## src/rtl/alu_cmd_sequencer.sv

```systemverilog
// Command sequencer that feeds a 4-bit combinational ALU.
// It collects op/A/B nibbles, runs one execute cycle, and hands off the registered result.
module alu_cmd_sequencer #(
    parameter int WIDTH = 4,
    parameter int OPW   = 2,
    parameter int CNT_W = 8
) (
    input  logic             clk,
    input  logic             rst_n,
    input  logic             in_valid,
    output logic             in_ready,
    input  logic [WIDTH-1:0] in_data,
    output logic [WIDTH-1:0] alu_a,
    output logic [WIDTH-1:0] alu_b,
    output logic [OPW-1:0]   alu_op,
    input  logic [WIDTH-1:0] alu_ans,
    output logic             res_valid,
    input  logic             res_ready,
    output logic [WIDTH-1:0] res_data,
    output logic [OPW-1:0]   res_op,
    output logic [CNT_W-1:0] cmd_cnt
);

    typedef enum logic [2:0] {
        S_GET_OP = 3'd0,
        S_GET_A  = 3'd1,
        S_GET_B  = 3'd2,
        S_EXEC   = 3'd3,
        S_OUT    = 3'd4
    } state_e;

    state_e           state_q, state_d;
    logic             in_ready_q, in_ready_d;
    logic             res_valid_q, res_valid_d;
    logic [WIDTH-1:0] alu_a_q, alu_a_d;
    logic [WIDTH-1:0] alu_b_q, alu_b_d;
    logic [OPW-1:0]   alu_op_q, alu_op_d;
    logic [WIDTH-1:0] res_data_q, res_data_d;
    logic [OPW-1:0]   res_op_q, res_op_d;
    logic [CNT_W-1:0] cmd_cnt_q, cmd_cnt_d;
    logic             accept_s;
    logic             res_take_s;

    // Handshakes qualify on the registered ready/valid, so control never depends combinationally on inputs.
    assign accept_s   = in_valid & in_ready_q;
    assign res_take_s = res_ready & res_valid_q;

    // State register.
    always_ff @(posedge clk or negedge rst_n) begin
        if (!rst_n) begin
            state_q <= S_GET_OP;
        end else begin
            state_q <= state_d;
        end
    end

    // Next-state logic.
    always_comb begin
        state_d = state_q;
        case (state_q)
            S_GET_OP: begin
                if (accept_s) state_d = S_GET_A;
                else          state_d = S_GET_OP;
            end
            S_GET_A: begin
                if (accept_s) state_d = S_GET_B;
                else          state_d = S_GET_A;
            end
            S_GET_B: begin
                if (accept_s) state_d = S_EXEC;
                else          state_d = S_GET_B;
            end
            S_EXEC:  state_d = S_OUT;
            S_OUT: begin
                if (res_take_s) state_d = S_GET_OP;
                else            state_d = S_OUT;
            end
            default: state_d = S_GET_OP;
        endcase
    end

    // Output and datapath next values; ready/valid are decoded from the next state so they stay registered.
    always_comb begin
        alu_a_d    = alu_a_q;
        alu_b_d    = alu_b_q;
        alu_op_d   = alu_op_q;
        res_data_d = res_data_q;
        res_op_d   = res_op_q;
        cmd_cnt_d  = cmd_cnt_q;
        case (state_q)
            S_GET_OP: begin
                if (accept_s) alu_op_d = in_data[OPW-1:0];
                else          alu_op_d = alu_op_q;
            end
            S_GET_A: begin
                if (accept_s) alu_a_d = in_data;
                else          alu_a_d = alu_a_q;
            end
            S_GET_B: begin
                if (accept_s) alu_b_d = in_data;
                else          alu_b_d = alu_b_q;
            end
            S_EXEC: begin
                res_data_d = alu_ans;
                res_op_d   = alu_op_q;
            end
            S_OUT: begin
                if (res_take_s) cmd_cnt_d = cmd_cnt_q + CNT_W'(1);
                else            cmd_cnt_d = cmd_cnt_q;
            end
            default: begin
                cmd_cnt_d = cmd_cnt_q;
            end
        endcase
        in_ready_d  = (state_d == S_GET_OP) || (state_d == S_GET_A) || (state_d == S_GET_B);
        res_valid_d = (state_d == S_OUT);
    end

    // Datapath and handshake registers; all clear on reset so a pending result is dropped.
    always_ff @(posedge clk or negedge rst_n) begin
        if (!rst_n) begin
            in_ready_q  <= 1'b0;
            res_valid_q <= 1'b0;
            alu_a_q     <= {WIDTH{1'b0}};
            alu_b_q     <= {WIDTH{1'b0}};
            alu_op_q    <= {OPW{1'b0}};
            res_data_q  <= {WIDTH{1'b0}};
            res_op_q    <= {OPW{1'b0}};
            cmd_cnt_q   <= {CNT_W{1'b0}};
        end else begin
            in_ready_q  <= in_ready_d;
            res_valid_q <= res_valid_d;
            alu_a_q     <= alu_a_d;
            alu_b_q     <= alu_b_d;
            alu_op_q    <= alu_op_d;
            res_data_q  <= res_data_d;
            res_op_q    <= res_op_d;
            cmd_cnt_q   <= cmd_cnt_d;
        end
    end

    assign in_ready  = in_ready_q;
    assign res_valid = res_valid_q;
    assign alu_a     = alu_a_q;
    assign alu_b     = alu_b_q;
    assign alu_op    = alu_op_q;
    assign res_data  = res_data_q;
    assign res_op    = res_op_q;
    assign cmd_cnt   = cmd_cnt_q;

endmodule

```

## config.mk

```make
export PLATFORM = sky130hd
export DESIGN_NAME = alu_cmd_sequencer
export DESIGN_NICKNAME = d
export VERILOG_FILES = /design/src/rtl/alu_cmd_sequencer.sv
export SDC_FILE = /design/constraint.sdc
export NUM_CORES = 1
export LEC_CHECK = 0
export CAP_MARGIN = 25
export CORE_MARGIN = 3
export CORE_UTILIZATION = 45
export DETAILED_ROUTE_END_ITERATION = 10
export DONT_BUFFER_PORTS = 1
export PLACE_DENSITY = 0.65
export SYNTH_ARGS = -nofsm -noshare
export SYNTH_HDL_FRONTEND = slang
export SYNTH_SLANG_ARGS = --single-unit
```

## constraint.sdc

```tcl
create_clock -name clk -period 2.2 [get_ports clk]
set_input_delay 0.22 -clock clk [delete_from_list [all_inputs] [get_ports clk]]
set_output_delay 0.22 -clock clk [all_outputs]
set_load 0.005 [all_outputs]
```

==> flow_summary.ini <==
[placed_design]
placedCellCount = 113
port_buffer_cells = 0
finalWeightedCongestion = 0.733
detailed_place_hpwl_mm = 1.52
dpl_cell_area_mm2 = 0.00122

[clock_tree]
cts_htree_levels = 2
max-clock-path-buffers = 2
tritoncts = yes
total_cts_buffers = 5
ctsResizeCount = 0
clkSinkCount = 29
clock-root-buffer = sky130_fd_sc_hd__clkbuf_4
post_cts_buffers = 0
clkTransAtPathRegs_ps = 90
clk_lat_worst_skew_ps = 320
cts_hold_repair.buffers = 2

[final_layout]
final_cell_area_mm2 = 0.00130
multi_input_area_um2 = 443
layout.nets = 107
leading_cell_type_in_the_layout_fill_and_taps_excluded = sky130_fd_sc_hd__dfrtp_1
synthToLayoutAreaGrowth_pct = 10.5
num_antenna_cells = 0
fill_cells = 208
seq_area_um2 = 726
layout.cells.most_common_list = 29 x sky130_fd_sc_hd__dfrtp_1, 17 x sky130_fd_sc_hd__mux2_2, 5 x sky130_fd_sc_hd__clkbuf_4
non_filler_instance_count_after_layout = 123
fraction_of_final_layout_cells_with_drive_strength_greater_than_1_pct = 29.5

[power_and_ir_drop]
power.ir.vdd_worst_uv = 639
leakage_nw = 0.576
power_per_cell_area_mw_per_mm2 = 1260

[synthesis]
synth_largest_area_cell = sky130_fd_sc_hd__dfrtp_1
yosysTopAreaCellShare_pct = 61.6
yosys_warnings = 0
unique_cell_type_count_in_the_yosys_netlist = 24
synth.avg_cell_area_um2 = 14.0
mappedNetlistNets = 97
ys_top_cells_by_area = sky130_fd_sc_hd__dfrtp_1 62%, sky130_fd_sc_hd__mux2_2 16%, sky130_fd_sc_hd__xnor2_1 3.0%
syn-instance-count = 84
synth.yosys.seq_area_share_pct = 61.6
synth.ff_latch_count = 29
syn_area_mm2 = 0.00118

[floorplanning]
dieWidth_um = 57.2
initial_utilization_pct = 50.3
ioPinCount = 38
fp.coreArea_mm2 = 0.00234
die_y_um = 57.2
dieArea_mm2 = 0.00327
rows = 17

[timing]
maxSlewViolCount = 0
final_period_minus_worst_setup_slack_ps = 1710
timing_hold_violations_final = 0
fin_crit_share_pct = 77.6
worst_slew_margin_rel_pct = 76.2
max_slew.worst_pin.slew_ps = 356
tns_ps = 0
finalSetupViolations = 0
maximum_clock_frequency_ghz = 0.586
worst_clock_skew_ps = 6.67
rsz_0062_raised_after_global_routing = no

[job]
max-cap-violations = 0

[critical_path]
critical_path_peak_fanout = 9
worstSetupPathType = reg -> reg
endpoint_kind = flop
cp_data_arrival_time_ps = 1920
timing.critical_path.required_ps = 2410
worst_setup_path_start_kind = flop

[detailed_routing]
wirelength_per_cell_um = 17.1
route.detailed.vias_per_inst = 5.75
drtPass1Iterations = 4
routed_wl_mm = 2.10
drt.antenna.violating_nets = 0
detail_route.drc_violations = 0
first_iter_violations = 20
vias = 707

[grt]
grtUsageTotal_pct = 14.7
vias_in_the_first_global_route = 749
grt_pass1_wl_mm = 3.54
pin_count_of_the_biggest_net_entering_global_routing = 30
antenna_found_initial = 0
grt_overflow = 0

[status]
run_status = finished clean

[worst_hold_path]
worstHoldPathType = in -> reg
[report_power, final]
part	internal (mW)	switching (mW)	total, mW
clock	0.127	0.171	0.298
combinational	0.247	0.146	0.393
sequential	0.746	0.203	0.949
[state kept, by name (all words and copies together) (netlist names)]
signal,flops
res_data,4
cmd_cnt,8
alu_a,4
alu_op,2
res_op,2
state_q,3
in_ready,1
res_valid,1
alu_b,4
[per-layer routing]
metal | routed length (um) | GRT usage (%)
met4 | 36 | 7.95
met5 | 0 | 0
met1 | 854 | 17.0
met3 | 162 | 6.33
met2 | 1050 | 22.8
[logic make-up after synthesis]
group                      Yosys count  synth area share, %
AOI/OAI and AO/OA                    3                 1.27
muxes                               17                 16.3
buffers and inverters                2                0.743
xor gates and xnor gates             7                 5.21
DFF                                 29                 61.6
adders and majority gates            1                 1.06
and+or+nand+nor                     25                 13.8
[cell usage after synthesis]
cell type and instances:
sky130_fd_sc_hd__xor2_1 3, sky130_fd_sc_hd__nand3_1 3, sky130_fd_sc_hd__or4b_1 1, sky130_fd_sc_hd__nor3b_1 2
sky130_fd_sc_hd__or3b_4 1, sky130_fd_sc_hd__and3_1 1, sky130_fd_sc_hd__xnor2_1 4, sky130_fd_sc_hd__dfrtp_1 29
sky130_fd_sc_hd__nand4_1 1, sky130_fd_sc_hd__mux2_2 17, sky130_fd_sc_hd__and2_1 2, sky130_fd_sc_hd__nor4b_1 2
sky130_fd_sc_hd__or2_2 2, sky130_fd_sc_hd__nor2_1 2, sky130_fd_sc_hd__ha_1 1, sky130_fd_sc_hd__or4_1 1
sky130_fd_sc_hd__nand3b_1 2, sky130_fd_sc_hd__buf_2 1, sky130_fd_sc_hd__nand2_1 2, sky130_fd_sc_hd__inv_1 1
sky130_fd_sc_hd__o21ai_0 2, sky130_fd_sc_hd__a21oi_1 1, sky130_fd_sc_hd__nor3_1 2, sky130_fd_sc_hd__and4_1 1
[critical path, cell delays in order, from the launching register on]
cell                      delay (ps)
sky130_fd_sc_hd__dfrtp_1         470
sky130_fd_sc_hd__or3b_4          460
sky130_fd_sc_hd__or4b_1          530
sky130_fd_sc_hd__xnor2_1         140
[stage by stage]
step | hold WS [ps] | power (mW) | setup slack [ps] | util [%]
6_report | 44.7 | 1.64 | 493 | 55.6
5_1_grt | 28.3 | 1.76 | 445 | 55.6
4_1_cts | 34.8 | 1.67 | 495 | 55.6
3_5_place_dp | -75.0 | 1.35 | 516 | 52.2
3_3_place_gp | -74.9 | 1.32 | 555 | 52.2
2_1_floorplan | -75.6 | 1.23 | 524 | -
[layout make-up]
class | count | area share (%)
repair buffers | 4 | 3.46
flip-flops and latches | 29 | 55.8
clock buffers | 8 | 3.75
inverters | 1 | 0.288
well taps | 28 | 2.69
multi-input cells | 53 | 34.0
[path summary, 6_finish.rpt]
check / startpoint / end / slack, ps / cells past startpoint
max in group asynchronous: rst_n / res_data[2]$_DFFE_PN0N_ / 1700 / 2
max reg2reg: state_q[0]$_DFF_PN0_ / cmd_cnt[7]$_DFFE_PN0P_ / 490 / 3
max: state_q[0]$_DFF_PN0_ / cmd_cnt[7]$_DFFE_PN0P_ / 490 / 3
min: in_data[2] / alu_b[2]$_DFFE_PN0P_ / 40 / 1
min in group asynchronous: rst_n / cmd_cnt[6]$_DFFE_PN0P_ / 330 / 2
min reg2reg: cmd_cnt[7]$_DFFE_PN0P_ / cmd_cnt[7]$_DFFE_PN0P_ / 500 / 1
(Power assumes the default switching activity.)
==> RTL change 1: new RTL, same settings <==
The parameter `CNT_W` goes from 8 to 6.
--- a/src/rtl/alu_cmd_sequencer.sv
+++ b/src/rtl/alu_cmd_sequencer.sv
@@ -3,7 +3,7 @@
 module alu_cmd_sequencer #(
     parameter int WIDTH = 4,
     parameter int OPW   = 2,
-    parameter int CNT_W = 8
+    parameter int CNT_W = 6
 ) (
     input  logic             clk,
     input  logic             rst_n,
Ports: changed (resized cmd_cnt); port bits go from 38 to 36. No check against the original RTL was run, so the function may have changed too.
==> RTL change 1 against the original RTL <==
Cell area is 8.8% lower; clock skew increased by 0.013 ns; sequential power shrank 7.0%; sequential cell count shrank 2; area after synthesis shrank 6.4%; worst setup slack improved by 0.049 ns; hold slack worse by 0.017 ns; routed wire length down 16%; sequential share of layout area up 1.1 points; power fell by 13%; critical path depth unchanged; clock power shrank 29%; global-route usage is 2.9 points lower; highest routed layer unchanged.
==> RTL change 1: results (changes against the original RTL) <==
| Metric | Value |
|---|---|
| Hold/Removal Path Class | input pin to flop |
| Synth Warn # | 0 (unchanged) |
| CTS max path bufs | 2 (unchanged) |
| Top cells by area, synth | dfrtp_1, mux2_2, xor2_1 |
| Fin nets | 96 (-10%) |
| Clk slew on worst S/H paths | 0.16 ns (+0.07 ns) |
| Worst vdd ir | 0.652 mV (+2.0%) |
| Grt peak-use layer | met2 |
| First-pass GRT wire length | 2.85 mm (-19%) |
| GRT Util Overall | 11.7% (-2.9 points) |
| Filler Cells Inserted | 186 (-11%) |
| Register area share after synthesis | 61.3% (-0.34 points) |
| Run status | finished clean |
| Synthesized Nets | 91 (-6.2%) |
| Max reg flops | 6 (-2) |
| Antenna Nets Post-Route | 0 (unchanged) |
| Netlist cell types | 22 (-8.3%) |
| CTS root buffer | clkbuf_4 |
| GR Layer Usage met3 | 5.37% (-0.96 points) |
| Via density per instance | 5.48 (-4.6%) |
| Vias in the first global route | 588 (-21%) |
| Largest net degree at the start of global routing | 28 (-6.7%) |
| Crit path DAT | 1.89 ns (-0.03 ns) |
| Placed wire-length estimate | 1.33 mm (-12%) |
| Final wirelength | 1.76 mm (-16%) |
| Post-CTS Hold Buffers | 2 (unchanged) |
| TritonRoute pass-1 iters | 4 (unchanged) |
| Sw Share | 32.1% (+0.39 points) |
| Initial DRC Count | 11 (-45%) |
| Post-synth ARST share | 100% (unchanged) |
| Total clock buffers created by CTS | 3 (-2) |
| Final Wtd Congestion | 0.665 (-9.3%) |
| Layout cell share with drive strength beyond 1 | 31.7% (+2.2 points) |
| H-Tree Depth | 1 (-1) |
| Clk_lat worst skew | 0.32 ns (about the same) |
| Leakage | 0.539 nW (-6.4%) |
| Worst-Margin Slew | 0.550 ns (+0.194 ns) |
| Initial antenna violation count | 0 (unchanged) |
| CTS resizes | 0 (unchanged) |
| Met2 usage | 16.6% (-6.3 points) |
| Commonest cells post-synth | dfrtp_1, mux2_2, nand2_1, xor2_1, nor3_1 |
| # Post-CTS Setup Buffers | 0 (unchanged) |
| CP max FO | 8 (-1) |
| ANT cells | 0 (unchanged) |
| Clock skew | 0.0199 ns (+0.0132 ns) |
| PortBufs | 0 (unchanged) |
| Met1 Usage GRT | 15.9% (-1.1 points) |
==> RTL change 1: path summary, 6_finish.rpt <==
| check | startpoint | end | slack, ns | cells after the start |
|---|---|---|---|---|
| worst max-delay path | state_q[0] | cmd_cnt[1] | 0.54 | 3 |
| worst min-delay path | alu_ans[3] | res_data[3] | 0.03 | 1 |
| worst max register to register | state_q[0] | cmd_cnt[1] | 0.54 | 3 |
| worst min register to register | cmd_cnt[5] | cmd_cnt[5] | 0.50 | 1 |
| max in group asynchronous | rst_n | alu_a[2] | 1.73 | 2 |
| min in group asynchronous | rst_n | cmd_cnt[5] | 0.30 | 2 |
==> RTL change 1: through the flow <==
stage	instances	worst slack (ns)	cell area (sq um)	utilization [%]
after floorplan	78	0.618	1100	-
after global placement	104	0.591	1130	49.5
after detailed placement	104	0.582	1130	49.5
after CTS	110	0.548	1190	52.2
after global routing	110	0.500	1190	52.2
final	110	0.542	1190	52.2
==> RTL change 1: cell families after synthesis <==
kind of cell / share of synthesized area, %
AOI/OAI and AO/OA: 2.04
xor gates and xnor gates: 3.97
adders and majority gates: 1.13
buffers and inverters: 1.25
DFF: 61.3
muxes: 17.4
and+or+nand+nor: 12.9
==> RTL change 1: layout make-up <==
| cell class | count | area share [%] |
|---|---|---|
| clock inverter | 1 | 0.632 |
| sequential | 27 | 56.9 |
| inverter | 1 | 0.316 |
| clock buffer | 3 | 1.90 |
| tap | 28 | 2.95 |
| timing repair buffer | 2 | 2.53 |
| multi-input combinational | 48 | 34.8 |
==> RTL change 1: worst max-delay path, cell delays in order (launching register included) <==
cell and delay [ns]:
dfrtp_1 0.49, or3b_1 0.51, nor2_1 0.22, mux2_2 0.36
==> RTL change 1: per-layer routing <==
layer / part of all wire [%] / wire, um
met5: 0 / 0
met1: 48 / 841
met2: 44 / 770
met4: 0.74 / 13
met3: 7.5 / 131
==> RTL change 1: power by group through the flow <==
stage / sequential (W) / clock (W) / combinational (W)
2_1_floorplan: 0.000834 / 0 / 0.000310
6_report: 0.000883 / 0.000213 / 0.000337
4_1_cts: 0.000890 / 0.000226 / 0.000344
3_3_place_gp: 0.000896 / 0 / 0.000314
3_5_place_dp: 0.000901 / 0 / 0.000329
5_1_grt: 0.000921 / 0.000247 / 0.000377
==> RTL change 2: new RTL, config.mk and constraints unchanged <==
Made on the original files. Put one more register stage on the output `cmd_cnt`, without a reset. The value now appears one clock later. The other outputs are not delayed to match.
--- a/src/rtl/alu_cmd_sequencer.sv
+++ b/src/rtl/alu_cmd_sequencer.sv
@@ -146,7 +146,9 @@
     assign alu_op    = alu_op_q;
     assign res_data  = res_data_q;
     assign res_op    = res_op_q;
-    assign cmd_cnt   = cmd_cnt_q;
+    always_ff @(posedge clk) begin
+        cmd_cnt <= cmd_cnt_q;
+    end
 
 endmodule
 
Formal check against the unedited RTL: not equivalent (a bounded check fails within 10 cycles, from zero or initial values and one cycle with rst_n low).
==> RTL change 2 against the original RTL <==
Worst setup slack better by 0.021 ns; cell area up 14%; sequential share of layout area up 3.9 points; power up 8.2%; area after synthesis up 13%; sequential cell count up 8; largest cell class unchanged; routed wire length up 0.19%; critical path type unchanged; core utilization down 2.2 points.
==> RTL change 2: results (changes against the original RTL) <==
| Metric | Value |
|---|---|
| # Post-CTS Setup Buffers | 0 (unchanged) |
| Netlist cell types | 21 (-13%) |
| Hold Path Sink | alu_a[0] |
| Placed wire-length estimate | 1.48 mm (-2.4%) |
| Commonest cells post-synth | dfrtp_1, mux2_2, dfxtp_1 |
| DR vias | 760 (+7.5%) |
| TritonRoute pass-1 iters | 4 (unchanged) |
| Crit path to | alu_a[2] |
| Critical Path Source | state_q[2] |
| Worst Hold Depth | 1 (unchanged) |
| Area post-placement | 1370 sq um (+12%) |
| Worst vdd ir | 0.892 mV (+40%) |
| Final Wtd Congestion | 0.707 (-3.6%) |
| Worst-Margin Slew | 0.661 ns (+0.305 ns) |
| Filler Cells Inserted | 240 (+15%) |
| CTS max path bufs | 2 (unchanged) |
| Post-synth ARST share | 78.4% (-22 points) |
| Final wirelength | 2.11 mm (+0.19%) |
| Post-CTS Hold Buffers | 2 (unchanged) |
| Vias in the first global route | 736 (-1.7%) |
| Synthesized Nets | 107 (+10%) |
| Fin nets | 119 (+11%) |
| Clk slew on worst S/H paths | 0.11 ns (+0.02 ns) |
| Hold/Removal Path Class | input pin to flop |
| Run status | finished clean |
| Largest stage delay, worst path | 0.56 ns (+0.03 ns) |
| Layout cell share with drive strength beyond 1 | 24.3% (-5.2 points) |
| Register area share after synthesis | 66.9% (+5.2 points) |
| HP Start | in_data[0] |
| Final slew viol count | 0 (unchanged) |
| Clk_lat worst skew | 0.34 ns (+0.02 ns) |
| GRT Util Overall | 13.4% (-1.2 points) |
| Top cells by area, synth | dfrtp_1, mux2_2, dfxtp_1 |
| CP max-delay cell | nor3_1 |
| Clock skew | 0.0122 ns (+0.00558 ns) |
| First-pass GRT wire length | 3.33 mm (-5.8%) |
| CP max FO | 7 (-2) |
| R2R setup slack | 0.51 ns (+0.02 ns) |
==> RTL change 2: cell types whose count changed after synthesis, sizes merged, moves of 2 or more <==
cell / change
nor3: +3
nand2b: +2
xnor2: -4
nor3b: -2
xor2: +4
nor4b: -2
nor4: +2
nand2: +2
dfxtp: +8
==> RTL change 2: power breakdown <==
group | leakage [nW] | internal (W) | switching, W
logic | 0.212 | 0.000212 | 0.000137
clock network | 0.0326 | 0.000158 | 0.000203
registers | 0.428 | 0.000887 | 0.000179
total | 0.672 | 0.00126 | 0.000518
==> RTL change 2: metrics by stage <==
stage / std cells / hold WS, ns / worst slack, ns / util (%)
global placement: 125 / -0.0748 / 0.560 / 49.1
detailed placement: 125 / -0.0745 / 0.503 / 49.1
global route: 138 / 0.00173 / 0.394 / 53.4
finish: 138 / 0.0256 / 0.514 / 53.4
floorplan: 94 / -0.0756 / 0.674 / -
CTS: 135 / 0.00195 / 0.495 / 52.3
==> RTL change 2: logic make-up after synthesis <==
| logic type | share of synthesized area [%] |
|---|---|
| xor gates and xnor gates | 4.63 |
| buffers and inverters | 0.377 |
| and+or+nand+nor | 11.2 |
| muxes | 14.4 |
| AOI/OAI and AO/OA | 1.51 |
| adders and majority gates | 0.944 |
| DFF | 66.9 |
==> RTL change 2: metal layers <==
| layer | up-vias | track usage, % | wire length (um) |
|---|---|---|---|
| li1 | 360 | - | - |
| met4 | 0 | 7.59 | 49 |
| met1 | 367 | 15.9 | 887 |
| met2 | 28 | 19.6 | 1010 |
| met5 | - | 0 | 0 |
| met3 | 5 | 6.70 | 160 |
==> RTL change 2: cell type report <==
cell class,instances,share of cell area (%)
sequential,37,59.6
multi-input combinational,56,29.2
timing repair buffer,6,4.55
clock buffer,8,3.96
tap,31,2.61
